<file path="src/rtl/rs_mult_seq.sv">
`default_nettype none
// ============================================================================
//  Module   : rs_mult_seq
//  Purpose  : Sequential right-shift (shift-add) multiplier, WIDTH steps per
//             product, start/busy/done handshake. Define SIGNED_MULT_EN for
//             two's-complement operands via radix-2 Booth recoding.
//  Revision : 1.0  initial release
// ============================================================================
module rs_mult_seq #(
    parameter int WIDTH = 6,
    parameter int CNT_W = 7
) (
    input  logic                 clk,
    input  logic                 rst,
    input  logic                 start,
    input  logic [WIDTH-1:0]     X,
    input  logic [WIDTH-1:0]     Y,
    output logic                 busy,
    output logic                 done,
    output logic [2*WIDTH-1:0]   P,
    output logic [CNT_W-1:0]     count_out
);

    typedef enum logic [1:0] {
        S_IDLE = 2'd0,
        S_RUN  = 2'd1,
        S_DONE = 2'd2
    } state_t;

    state_t               r_state;
    logic [WIDTH-1:0]     r_xs;
    logic [WIDTH-1:0]     r_ys;
    logic [2*WIDTH-1:0]   r_p;
    logic [CNT_W-1:0]     r_count;
    logic                 r_busy;
    logic                 r_done;
    logic [WIDTH:0]       w_sum;
    logic                 w_last;

    // Only the upper half of P takes part in the add; the lower half just shifts.
`ifdef SIGNED_MULT_EN
    logic r_xprev;

    always_comb begin
        w_sum = {r_p[2*WIDTH-1], r_p[2*WIDTH-1:WIDTH]};
        case ({r_xs[0], r_xprev})
            2'b01:   w_sum = {r_p[2*WIDTH-1], r_p[2*WIDTH-1:WIDTH]} + {r_ys[WIDTH-1], r_ys};
            2'b10:   w_sum = {r_p[2*WIDTH-1], r_p[2*WIDTH-1:WIDTH]} - {r_ys[WIDTH-1], r_ys};
            default: w_sum = {r_p[2*WIDTH-1], r_p[2*WIDTH-1:WIDTH]};
        endcase
    end
`else
    assign w_sum = {1'b0, r_p[2*WIDTH-1:WIDTH]} + (r_xs[0] ? {1'b0, r_ys} : '0);
`endif

    assign w_last = (r_count == CNT_W'(WIDTH - 1));

    always_ff @(posedge clk) begin
        if (rst) begin
            r_state <= S_IDLE;
            r_p     <= '0;
            r_count <= '0;
            r_xs    <= '0;
            r_ys    <= '0;
            r_busy  <= 1'b0;
            r_done  <= 1'b0;
`ifdef SIGNED_MULT_EN
            r_xprev <= 1'b0;
`endif
        end else begin
            case (r_state)
                S_IDLE, S_DONE: begin
                    r_done <= 1'b0;
                    if (start) begin
                        r_xs    <= X;
                        r_ys    <= Y;
                        r_p     <= '0;
                        r_count <= '0;
                        r_state <= S_RUN;
                        r_busy  <= 1'b1;
`ifdef SIGNED_MULT_EN
                        r_xprev <= 1'b0;
`endif
                    end else begin
                        r_state <= S_IDLE;
                        r_busy  <= 1'b0;
                    end
                end
                S_RUN: begin
                    // The carry/sign bit of the sum becomes the new MSB of P.
                    r_p     <= {w_sum, r_p[WIDTH-1:1]};
                    r_xs    <= r_xs >> 1;
                    r_count <= r_count + 1'b1;
`ifdef SIGNED_MULT_EN
                    r_xprev <= r_xs[0];
`endif
                    if (w_last) begin
                        r_state <= S_DONE;
                        r_busy  <= 1'b0;
                        r_done  <= 1'b1;
                    end
                end
                default: begin
                    r_state <= S_IDLE;
                    r_busy  <= 1'b0;
                    r_done  <= 1'b0;
                end
            endcase
        end
    end

    assign busy      = r_busy;
    assign done      = r_done;
    assign P         = r_p;
    assign count_out = r_count;

endmodule
`default_nettype wire

</file>
<file path="config.mk">
export PLATFORM = sky130hd
export DESIGN_NAME = rs_mult_seq
export DESIGN_NICKNAME = d
export VERILOG_FILES = /design/src/rtl/rs_mult_seq.sv
export SDC_FILE = /design/constraint.sdc
export NUM_CORES = 1
export LEC_CHECK = 0
export CAP_MARGIN = 25
export CORE_MARGIN = 8
export CORE_UTILIZATION = 53
export CTS_CLUSTER_SIZE = 28
export DETAILED_ROUTE_END_ITERATION = 8
export HOLD_SLACK_MARGIN = 0.03
export PLACE_DENSITY = 0.94
export SLEW_MARGIN = 0
export SYNTH_ARGS = -nofsm -noshare
export SYNTH_HDL_FRONTEND = slang
export SYNTH_SLANG_ARGS = --single-unit
</file>
<file path="constraint.sdc">
create_clock -name clk -period 3.1 [get_ports clk]
set_input_delay 0.465 -clock clk [delete_from_list [all_inputs] [get_ports clk]]
set_output_delay 0.465 -clock clk [all_outputs]
set_load 0.01 [all_outputs]
</file>
==> results.ini, run 1 <==
[critical_path]
endpoint_class_of_the_critical_path=flop
crit_path_cell_trace=and2b_1, nor2_2, a21oi_1, a211oi_1
critPathMaxStageDelay_ps=680
crit_buf_inv=0
cpMaxStageDelayCell=nor2_2
crit_family=simple AND/OR/NAND/NOR gates
setup.worst_path.class=reg2reg
crit_path_max_fanout=20
worst_setup_path_start_kind=flop
timing.critical_path.arrival_ps=2200
setup.reg_to_reg.worst_slack_ps=1150
required_ps=3350

[global_route]
grt_pass1_wl_um=5950
first_global_vias=1316
grt_use_total_pct=14.7
grt_remaining_overflow=0
number_of_antenna_violations_at_the_first_check_in_global_routing=0
grt_max_degree=23

[final_layout]
fin_nets=243
most_common_cell_after_layout_fill_and_taps_aside=clkdlybuf4s50_1
drive_gt1_share_pct=6.36
layout.cells.non_filler=253
most-common-layout-cells=clkdlybuf4s50_1, dfxtp_1, nand2_1
syn_to_final_growth_pct=23.6
postLayoutCoreUtil_pct=67.3
non_filler_cell_area_final_um2=2020
fill_cells=248
diodes=0

[timing]
max_slew_margin_pct=51.5
clock_period_minus_worst_slack_ps=1950
fmax_mhz=513
setup_repair_after_global_routing_missed_its_margin=no
final.period_utilization_pct=62.9
sum_neg_setup_slack_ps=0
tightest_slew_ps=727
hold_violations=0
timing.final.setup_violations=0
worst_clock_skew_ps=11.3
setup_slack_ps=1150
worst_hold_slack_ps=458
maxSlewViolCount=0

[clock_tree]
cts_htree_levels=2
post_cts_resized=0
cts_max_path_buffers=2
tritoncts=done
cts-buffers-inserted=5
post_cts_buffers=0
insertion_delay_ps=340
clock_transition_time_at_the_flip_flop_clock_pins_of_the_worst_setup_and_hold_paths_ps=110
cts_sinks=34
cts_hold_repair.buffers=0
ctsRootBufferMaster=clkbuf_4

[floorplanning]
floorplan.io_pins=36
die_y_um=71.5
initial_utilization_pct=54.5
num_rows=20
die_w_um=71.5
core_area_um2=3000
floorplan.die_area_um2=5120

[placement]
post-place-ws_ps=962
portbufs=35
place_congestion=0.820
place_area_um2=1940
total_instance_count_after_detailed_placement=245
detailedPlacementHpwl_um=2550

[synthesis]
post_synth.cell_area_avg_um2=8.79
postSynthNetCount=210
yosys_register_bits=34
ys_types=45
syn_area_um2=1640
synth_sequential_area_ratio_pct=41.6
yosysWarningCount=0
netlist_instances=186

[flow_run]
max_cap_violations=0

[detailed_routing]
routed_wirelength_um=3590
detailroute.via_count=1434
drt_first_pass_iters=5
route.detailed.drc=0
vias_per_cell=5.67
postRouteAntennaNets=0
routed_wire_length_per_instance_um=14.2
first_iteration_detailed_routing_drc_count=100

[hold_path]
hp-class=reg2reg

[power_and_ir_drop]
pwr_density_cell_nw_per_um2=421
p_total_mw=0.852
swShare_pct=24.3
total_leakage_power_nw=0.752
combinationalPowerShare_pct=10.6
internal_power_mw=0.645
peakVddDrop_uv=257
seq_power_share_pct=53.9
power.share.clock_pct=35.4
total_switching_power_mw=0.207

[run_status]
run_status=completed

worst register-to-register path: cells and delay by family, from the launching register on:
kind               cells  cell delay (ps)
DFF                    1              370
AOI/OAI and AO/OA      2              400
and+or+nand+nor        2             1100
cell usage after synthesis, drive strengths merged:
library cell / count / share of area, %
and2: 6 / 2.3
dlymetal6s2s: 1 / 0.76
inv: 6 / 1.4
or2: 1 / 0.38
and3: 1 / 0.38
o31ai: 1 / 0.46
or4: 1 / 0.46
ha: 8 / 6.1
nand2: 22 / 5.0
or4b: 1 / 0.61
nand2b: 5 / 1.9
a32oi: 1 / 0.54
o211ai: 1 / 0.46
or3: 2 / 1.1
nor2: 22 / 5.2
and3b: 1 / 0.54
a21boi: 1 / 0.46
nor4: 1 / 0.38
nor3: 1 / 0.31
dfxtp: 34 / 42
buf: 4 / 3.4
and2b: 1 / 0.46
dlygate4sd1: 1 / 0.54
a22oi: 12 / 5.5
nand4: 1 / 0.38
a21o: 1 / 0.46
o21ba: 1 / 0.61
mux2: 2 / 1.4
nor2b: 2 / 1.2
nand3b: 1 / 0.46
nand3: 6 / 1.8
o21ai: 4 / 1.2
a21oi: 23 / 7.5
clkbuf: 4 / 0.92
fa: 1 / 1.2
a211oi: 2 / 0.92
a221oi: 1 / 0.54
nand4b: 2 / 1.1
power groups by stage:
| stage | combinational (mW) | clock [mW] | sequential, mW |
|---|---|---|---|
| after floorplan | 0.0656 | 0 | 0.469 |
| after global placement | 0.0887 | 0 | 0.469 |
| after detailed placement | 0.0907 | 0 | 0.469 |
| after CTS | 0.0907 | 0.310 | 0.459 |
| after global routing | 0.100 | 0.334 | 0.461 |
| final | 0.0905 | 0.302 | 0.459 |
sequential cells by signal, indices dropped and copies added, names as in the netlist:
| register | cells |
|---|---|
| count_out | 7 |
| done | 1 |
| r_ys | 6 |
| r_state | 2 |
| r_xs | 6 |
| P | 12 |
area by class of cell:
| type | count | area, um^2 | area share [%] |
|---|---|---|---|
| multi-input cells | 136 | 841 | 41.6 |
| flip-flops and latches | 34 | 681 | 33.7 |
| repair buffers | 36 | 358 | 17.7 |
| clock buffers | 8 | 78.8 | 3.90 |
| well taps | 33 | 41.3 | 2.04 |
| inverters | 6 | 22.5 | 1.11 |
final timing paths:
check / startpoint / end / cells past startpoint
max reg2reg: r_state[0] / P[11] / 4
min: done / done / 2
min reg2reg: done / done / 2
max: r_state[0] / P[11] / 4
per-layer routing:
layer  GRT usage, %  part of all wire (%)
met3           5.02                   7.7
met2           22.9                    45
met4           9.07                   2.5
met1           16.9                    44
met5              0                     0
kinds of logic (layout without fill, tap and decap cells):
| logic type | Yosys count | after routing | share of synthesized area [%] |
|---|---|---|---|
| and+or+nand+nor | 77 | 77 | 24.0 |
| AOI/OAI and AO/OA | 48 | 48 | 18.7 |
| DFF | 34 | 34 | 41.6 |
| buffers and inverters | 16 | 50 | 6.96 |
| adders and majority gates | 9 | 9 | 7.35 |
| muxes | 2 | 2 | 1.38 |
Power figures use the tool's default switching activity.
==> run 2: changes to the inputs <==
--- a/config.mk
+++ b/config.mk
@@ -7,11 +7,11 @@
 export LEC_CHECK = 0
 export CAP_MARGIN = 25
 export CORE_MARGIN = 8
-export CORE_UTILIZATION = 53
+export CORE_UTILIZATION = 49
 export CTS_CLUSTER_SIZE = 28
 export DETAILED_ROUTE_END_ITERATION = 8
 export HOLD_SLACK_MARGIN = 0.03
-export PLACE_DENSITY = 0.94
+export PLACE_DENSITY = 0.89
 export SLEW_MARGIN = 0
 export SYNTH_ARGS = -nofsm -noshare
 export SYNTH_HDL_FRONTEND = slang
==> constraint.sdc (replaced) <==
create_clock -name clk -period 1.9 [get_ports clk]
set_input_delay 0.285 -clock clk [delete_from_list [all_inputs] [get_ports clk]]
set_output_delay 0.285 -clock clk [all_outputs]
set_load 0.01 [all_outputs]
==> run 2 against run 1 <==
Via count shrank 1.1%; worst setup slack lost 950 ps; final area grew 3.2%; total power increased by 50%; maximum frequency up 15%; combinational power grew 86%; critical path type unchanged; largest cell class unchanged; highest routed layer unchanged.
==> results.ini, run 2 (synthesis gave the netlist of run 1 again) <==
[run_status]
run_status=completed

[critical_path]
endpoint_class_of_the_critical_path=flop
timing.reg2reg.worst_path_depth=8  ; +4
crit_buf_inv=1  ; +1
worst_setup_path_start_kind=flop
reg2reg_from=r_xs[0]
timing.critical_path.arrival_ps=1950  ; -250 ps
crit_path_start=r_xs[0]
setup.worst_path.class=reg2reg
crit_end=P[11]
crit_path_cell_trace=and2_1, ha_1, inv_1, fa_2, nand2b_4, a21oi_2, o21ai_0, a211oi_1
crit_family=adder cells
worst-path-stages=8  ; +4
worst_r2r_endpoint=P[11]
critPathMaxStageDelay_ps=360  ; -320 ps
required_ps=2160  ; -1190 ps
crit_path_max_fanout=7  ; -65%
cpMaxStageDelayCell=dfxtp_2
setup.reg_to_reg.worst_slack_ps=200  ; -950 ps

[timing]
maxSlewViolCount=0  ; unchanged
final.period_utilization_pct=89.4  ; +26 points
clock_period_minus_worst_slack_ps=1700  ; -252 ps
max_slew_margin_pct=77.4  ; +26 points
setup_repair_after_global_routing_missed_its_margin=no
tightest_slew_ps=338  ; -388 ps
worst_clock_skew_ps=8.25  ; -3.01 ps
hold_violations=0  ; unchanged
fmax_mhz=589  ; +15%
sum_neg_setup_slack_ps=0  ; unchanged
timing.final.setup_violations=0  ; unchanged

[detailed_routing]
route.detailed.drc=0  ; unchanged
postRouteAntennaNets=0  ; unchanged
routed_wirelength_um=3560  ; -0.72%
vias_per_cell=5.19  ; -8.4%
drt_first_pass_iters=4  ; -1
detailroute.via_count=1418  ; -1.1%
first_iteration_detailed_routing_drc_count=78  ; -22%
routed_wire_length_per_instance_um=13.0  ; -8.0%

[final_layout]
diodes=0  ; unchanged
multiInputGateArea_um2=861  ; +2.4%
most-common-layout-cells=clkdlybuf4s50_1, dfxtp_1, nand2_1
fin_nets=251  ; +3.3%
ff_latch_area_um2=682  ; +0.18%
syn_to_final_growth_pct=27.5
largest_register_ffs=12  ; unchanged
fill_cells=289  ; +17%
drive_gt1_share_pct=10.6  ; +4.2 points
layout.cells.non_filler=273  ; +7.9%
most_common_cell_after_layout_fill_and_taps_aside=clkdlybuf4s50_1

[clock_tree]
clock_transition_time_at_the_flip_flop_clock_pins_of_the_worst_setup_and_hold_paths_ps=100  ; about the same
tritoncts=done
cts_hold_repair.buffers=0  ; unchanged
cts_max_path_buffers=2  ; unchanged
cts_sinks=34  ; unchanged
cts_htree_levels=2  ; unchanged
insertion_delay_ps=330  ; about the same
ctsRootBufferMaster=clkbuf_4
post_cts_buffers=0  ; unchanged
cts-buffers-inserted=5  ; unchanged

[global_route]
first_global_vias=1402  ; +6.5%
grt_max_degree=14  ; -39%
number_of_antenna_violations_at_the_first_check_in_global_routing=0  ; unchanged
grt_use_total_pct=14.3  ; -0.38 points
grt_remaining_overflow=0  ; unchanged
grt_pass1_wl_um=6050  ; +1.7%

[floorplanning]
die_w_um=73.8  ; +3.1%
floorplan.io_pins=36  ; unchanged
die_y_um=73.8  ; +3.1%
initial_utilization_pct=50.2  ; -4.3 points
floorplan.die_area_um2=5440  ; +6.3%
core_area_um2=3260  ; +8.5%
num_rows=21  ; +5.0%

[placement]
total_instance_count_after_detailed_placement=266  ; +8.6%
detailedPlacementHpwl_um=2690  ; +5.7%
place_congestion=0.851  ; +3.8%
portbufs=35  ; unchanged

[hold_path]
hp-class=reg2reg

[power_and_ir_drop]
pwr_density_cell_nw_per_um2=614  ; +46%
total_leakage_power_nw=0.785  ; +4.5%
peakVddDrop_uv=380  ; +48%

[flow_run]
max_cap_violations=0  ; unchanged

==> run 2: layer usage <==
layer,global-route usage (%),part of all wire (%)
met5,0,0
met4,6.65,1.7
met3,4.77,4.4
met2,23.2,46
met1,16.4,47
==> run 2: where the power goes <==
group	switching (mW)	total [mW]	internal, mW
sequential	0.0154	0.749	0.734
clock	0.222	0.362	0.139
combinational	0.0862	0.168	0.0822
==> run 2: tightest hold or removal path, stage by stage, from the launching register on <==
cell and delay [ps]:
dfxtp_1 320, nand2_1 50, a21oi_1 50
==> run 2: layout make-up <==
| class | count | share of cell area (%) |
|---|---|---|
| Timing Repair Buffer | 44 | 20.0 |
| Sequential cell | 34 | 32.7 |
| Multi-Input combinational cell | 136 | 41.3 |
| Clock buffer | 7 | 2.16 |
| Tap cell | 46 | 2.76 |
| Inverter | 6 | 1.08 |
==> run 2: through the flow <==
step | utilization (%) | worst slack, ps | total power [mW] | hold WS (ps) | cell area, um^2
6_report | 64.0 | 202 | 1.28 | 456 | 2090
4_1_cts | 63.4 | 24.3 | 1.30 | 457 | 2060
5_1_grt | 64.0 | 33.7 | 1.34 | 476 | 2090
3_3_place_gp | 62.0 | 115 | 0.931 | 441 | 2020
2_1_floorplan | - | 194 | 0.872 | 421 | 1640
3_5_place_dp | 62.0 | 38.6 | 0.934 | 444 | 2020
==> run 2: worst min path at each step <==
stage	from	endpoint	slack (ps)	depth (start not counted)
final	r_ys[3]	r_ys[3]	460	2
after global routing	r_ys[0]	r_ys[0]	480	2
after CTS	r_ys[5]	r_ys[5]	460	2
after detailed placement	r_ys[5]	r_ys[5]	440	2
after global placement	r_xs[1]	r_xs[1]	440	2
after floorplan	Y[0]	r_ys[0]	420	2
==> run 2: what timing repair did <==
action	4_1_cts	5_1_grt
resized for setup	0	5
endpoints found under the setup margin	0	3
endpoints found under the hold margin	0	0
==> run 3: changes to the inputs <==
--- a/config.mk
+++ b/config.mk
@@ -8,6 +8,7 @@
 export CAP_MARGIN = 25
 export CORE_MARGIN = 8
 export CORE_UTILIZATION = 49
+export CTS_CLUSTER_DIAMETER = 100
 export CTS_CLUSTER_SIZE = 28
 export DETAILED_ROUTE_END_ITERATION = 8
 export HOLD_SLACK_MARGIN = 0.03
==> constraint.sdc (replaced) <==
create_clock -name clk -period 1.8 [get_ports clk]
set_input_delay 0.27 -clock clk [delete_from_list [all_inputs] [get_ports clk]]
set_output_delay 0.27 -clock clk [all_outputs]
set_load 0.01 [all_outputs]
==> run 3 against run 2 <==
Critical endpoint is now P[9]; worst hold slack gained 5.4 ps; die area is the same; sequential cell count unchanged.
==> results.ini, run 3 (synthesis gave the netlist of run 1 again) <==
[final_layout]
most_common_cell_after_layout_fill_and_taps_aside=clkdlybuf4s50_1
fin_nets=254  ; +1.2%
drive_gt1_share_pct=14.3  ; +3.7 points
postLayoutCoreUtil_pct=66.1  ; +2.1 points
layout.cells.non_filler=277  ; +1.5%
fill_cells=289  ; unchanged
diodes=0  ; unchanged
syn_to_final_growth_pct=31.8
most-common-layout-cells=clkdlybuf4s50_1, dfxtp_1, nand2_1
largest_register_ffs=12  ; unchanged

[timing]
clock_period_minus_worst_slack_ps=1700  ; +0.512 ps
max_slew_margin_pct=75.7  ; -1.8 points
timing.final.setup_violations=0  ; unchanged
tightest_slew_ps=365  ; +26.3 ps
fmax_mhz=589  ; about the same
worst_clock_skew_ps=10.7  ; +2.47 ps
maxSlewViolCount=0  ; unchanged
final.period_utilization_pct=94.4  ; +5.0 points
hold_violations=0  ; unchanged

[placement]
place_congestion=0.863  ; +1.4%
portbufs=35  ; unchanged
total_instance_count_after_detailed_placement=269  ; +1.1%
detailedPlacementHpwl_um=2760  ; +2.4%

[clock_tree]
cts_max_path_buffers=2  ; unchanged
clock_transition_time_at_the_flip_flop_clock_pins_of_the_worst_setup_and_hold_paths_ps=120  ; +20 ps
tritoncts=done
cts-buffers-inserted=5  ; unchanged
cts_hold_repair.buffers=0  ; unchanged
cts_sinks=34  ; unchanged
ctsRootBufferMaster=clkbuf_4
cts_htree_levels=2  ; unchanged
insertion_delay_ps=340  ; about the same

[critical_path]
cpMaxStageDelayCell=dfxtp_2
setup.worst_path.class=reg2reg
crit_path_cell_trace=and2_4, ha_4, inv_1, fa_2, nand2b_4, a21oi_4, a211oi_2, o21ba_1
required_ps=2060  ; -100 ps
crit_family=adder cells
timing.critical_path.arrival_ps=1950  ; about the same
critPathMaxStageDelay_ps=370  ; about the same
crit_buf_inv=1  ; unchanged
worst-path-stages=8  ; unchanged
setup.reg_to_reg.worst_slack_ps=100  ; -100 ps
crit_path_max_fanout=6  ; -1
endpoint_class_of_the_critical_path=flop
worst_setup_path_start_kind=flop
timing.reg2reg.worst_path_depth=8  ; unchanged

[global_route]
globalRoute.busiestLayer=met2
grt_pass1_wl_um=6470  ; +6.8%
grt_util_met3_pct=4.77  ; unchanged
number_of_antenna_violations_at_the_first_check_in_global_routing=0  ; unchanged
grt.met1_usage_pct=16.6  ; +0.21 points
grt_use_total_pct=14.9  ; +0.64 points
global_route.usage.met2_pct=24.7  ; +1.5 points
grt_remaining_overflow=0  ; unchanged
first_global_vias=1534  ; +9.4%
grt_max_degree=14  ; unchanged

[run_status]
run_status=completed

[flow_run]
max_cap_violations=0  ; unchanged

[floorplanning]
die_w_um=73.8  ; unchanged
num_rows=21  ; unchanged
core_area_um2=3260  ; unchanged
die_y_um=73.8  ; unchanged
initial_utilization_pct=50.2  ; unchanged
floorplan.io_pins=36  ; unchanged
floorplan.die_area_um2=5440  ; unchanged

[detailed_routing]
postRouteAntennaNets=0  ; unchanged
drt_first_pass_iters=5  ; +1
detailroute.via_count=1495  ; +5.4%
first_iteration_detailed_routing_drc_count=59  ; -24%
route.detailed.drc=0  ; unchanged
vias_per_cell=5.40  ; +3.9%
routed_wirelength_um=3820  ; +7.1%
routed_wire_length_per_instance_um=13.8  ; +5.6%

[power_and_ir_drop]
seq_power_share_pct=55.0  ; -3.6 points
combinationalPowerShare_pct=13.0  ; -0.2 points
swShare_pct=26.6  ; +1.3 points
pwr_density_cell_nw_per_um2=667  ; +8.7%
peakVddDrop_uv=531  ; +40%
internal_power_mw=1.05  ; +10%
total_switching_power_mw=0.383  ; +18%
total_leakage_power_nw=0.810  ; +3.1%
power.share.clock_pct=32.0  ; +3.7 points

[hold_path]
worst_hold_path_depth=2  ; unchanged
hp-class=reg2reg

[run 3: per-layer routing]
metal,wire length (um),part of all wire [%]
met4,76,2.0
met3,229,6.0
met1,1680,44
met2,1830,48
met5,0,0
[run 3: final timing paths]
kind	start	endpoint
worst max register to register	r_xs[0]	P[9]
worst max-delay path	r_xs[0]	P[9]
worst min register to register	r_ys[5]	r_ys[5]
worst min-delay path	r_ys[5]	r_ys[5]
[run 3: stage by stage]
step	instance area [um^2]	hold WS [ps]	power (mW)	worst slack [ps]	TNS (ps)
2_1_floorplan	1640	406	0.920	93.7	0
3_3_place_gp	2040	442	0.988	27.3	0
3_5_place_dp	2040	449	0.991	-50.2	-67.1
4_1_cts	2110	462	1.45	3.57	0
5_1_grt	2150	465	1.51	-0.620	-0.620
6_report	2150	461	1.44	101	0
[run 3: area by class of cell]
cell class              instances  area [um^2]  area share [%]
clock buffers                   6         51.3            2.38
clock inverters                 2         12.5           0.581
inverters                       6         22.5            1.05
multi-input cells             136          888            41.2
flip-flops and latches         34          682            31.6
well taps                      46         57.6            2.67
repair buffers                 47          440            20.4
[run 3: tightest hold or removal path, stage by stage, from the launching register on]
cell and delay [ps]:
dfxtp_1 320, nand2_1 50, a21oi_1 50
[run 3: power groups by stage]
stage	logic (mW)	registers [mW]	clock network [mW]
after floorplan	0.113	0.807	0
after global placement	0.182	0.805	0
after detailed placement	0.184	0.806	0
after CTS	0.186	0.789	0.474
after global routing	0.207	0.793	0.512
final	0.187	0.790	0.460
[run 3: timing repair]
action                                  CTS  global route
pin swaps                                 0             3
setup buffers                             0             0
gates resized for setup                   2            11
endpoints found under the setup margin    2             3
gates cloned                              0             0
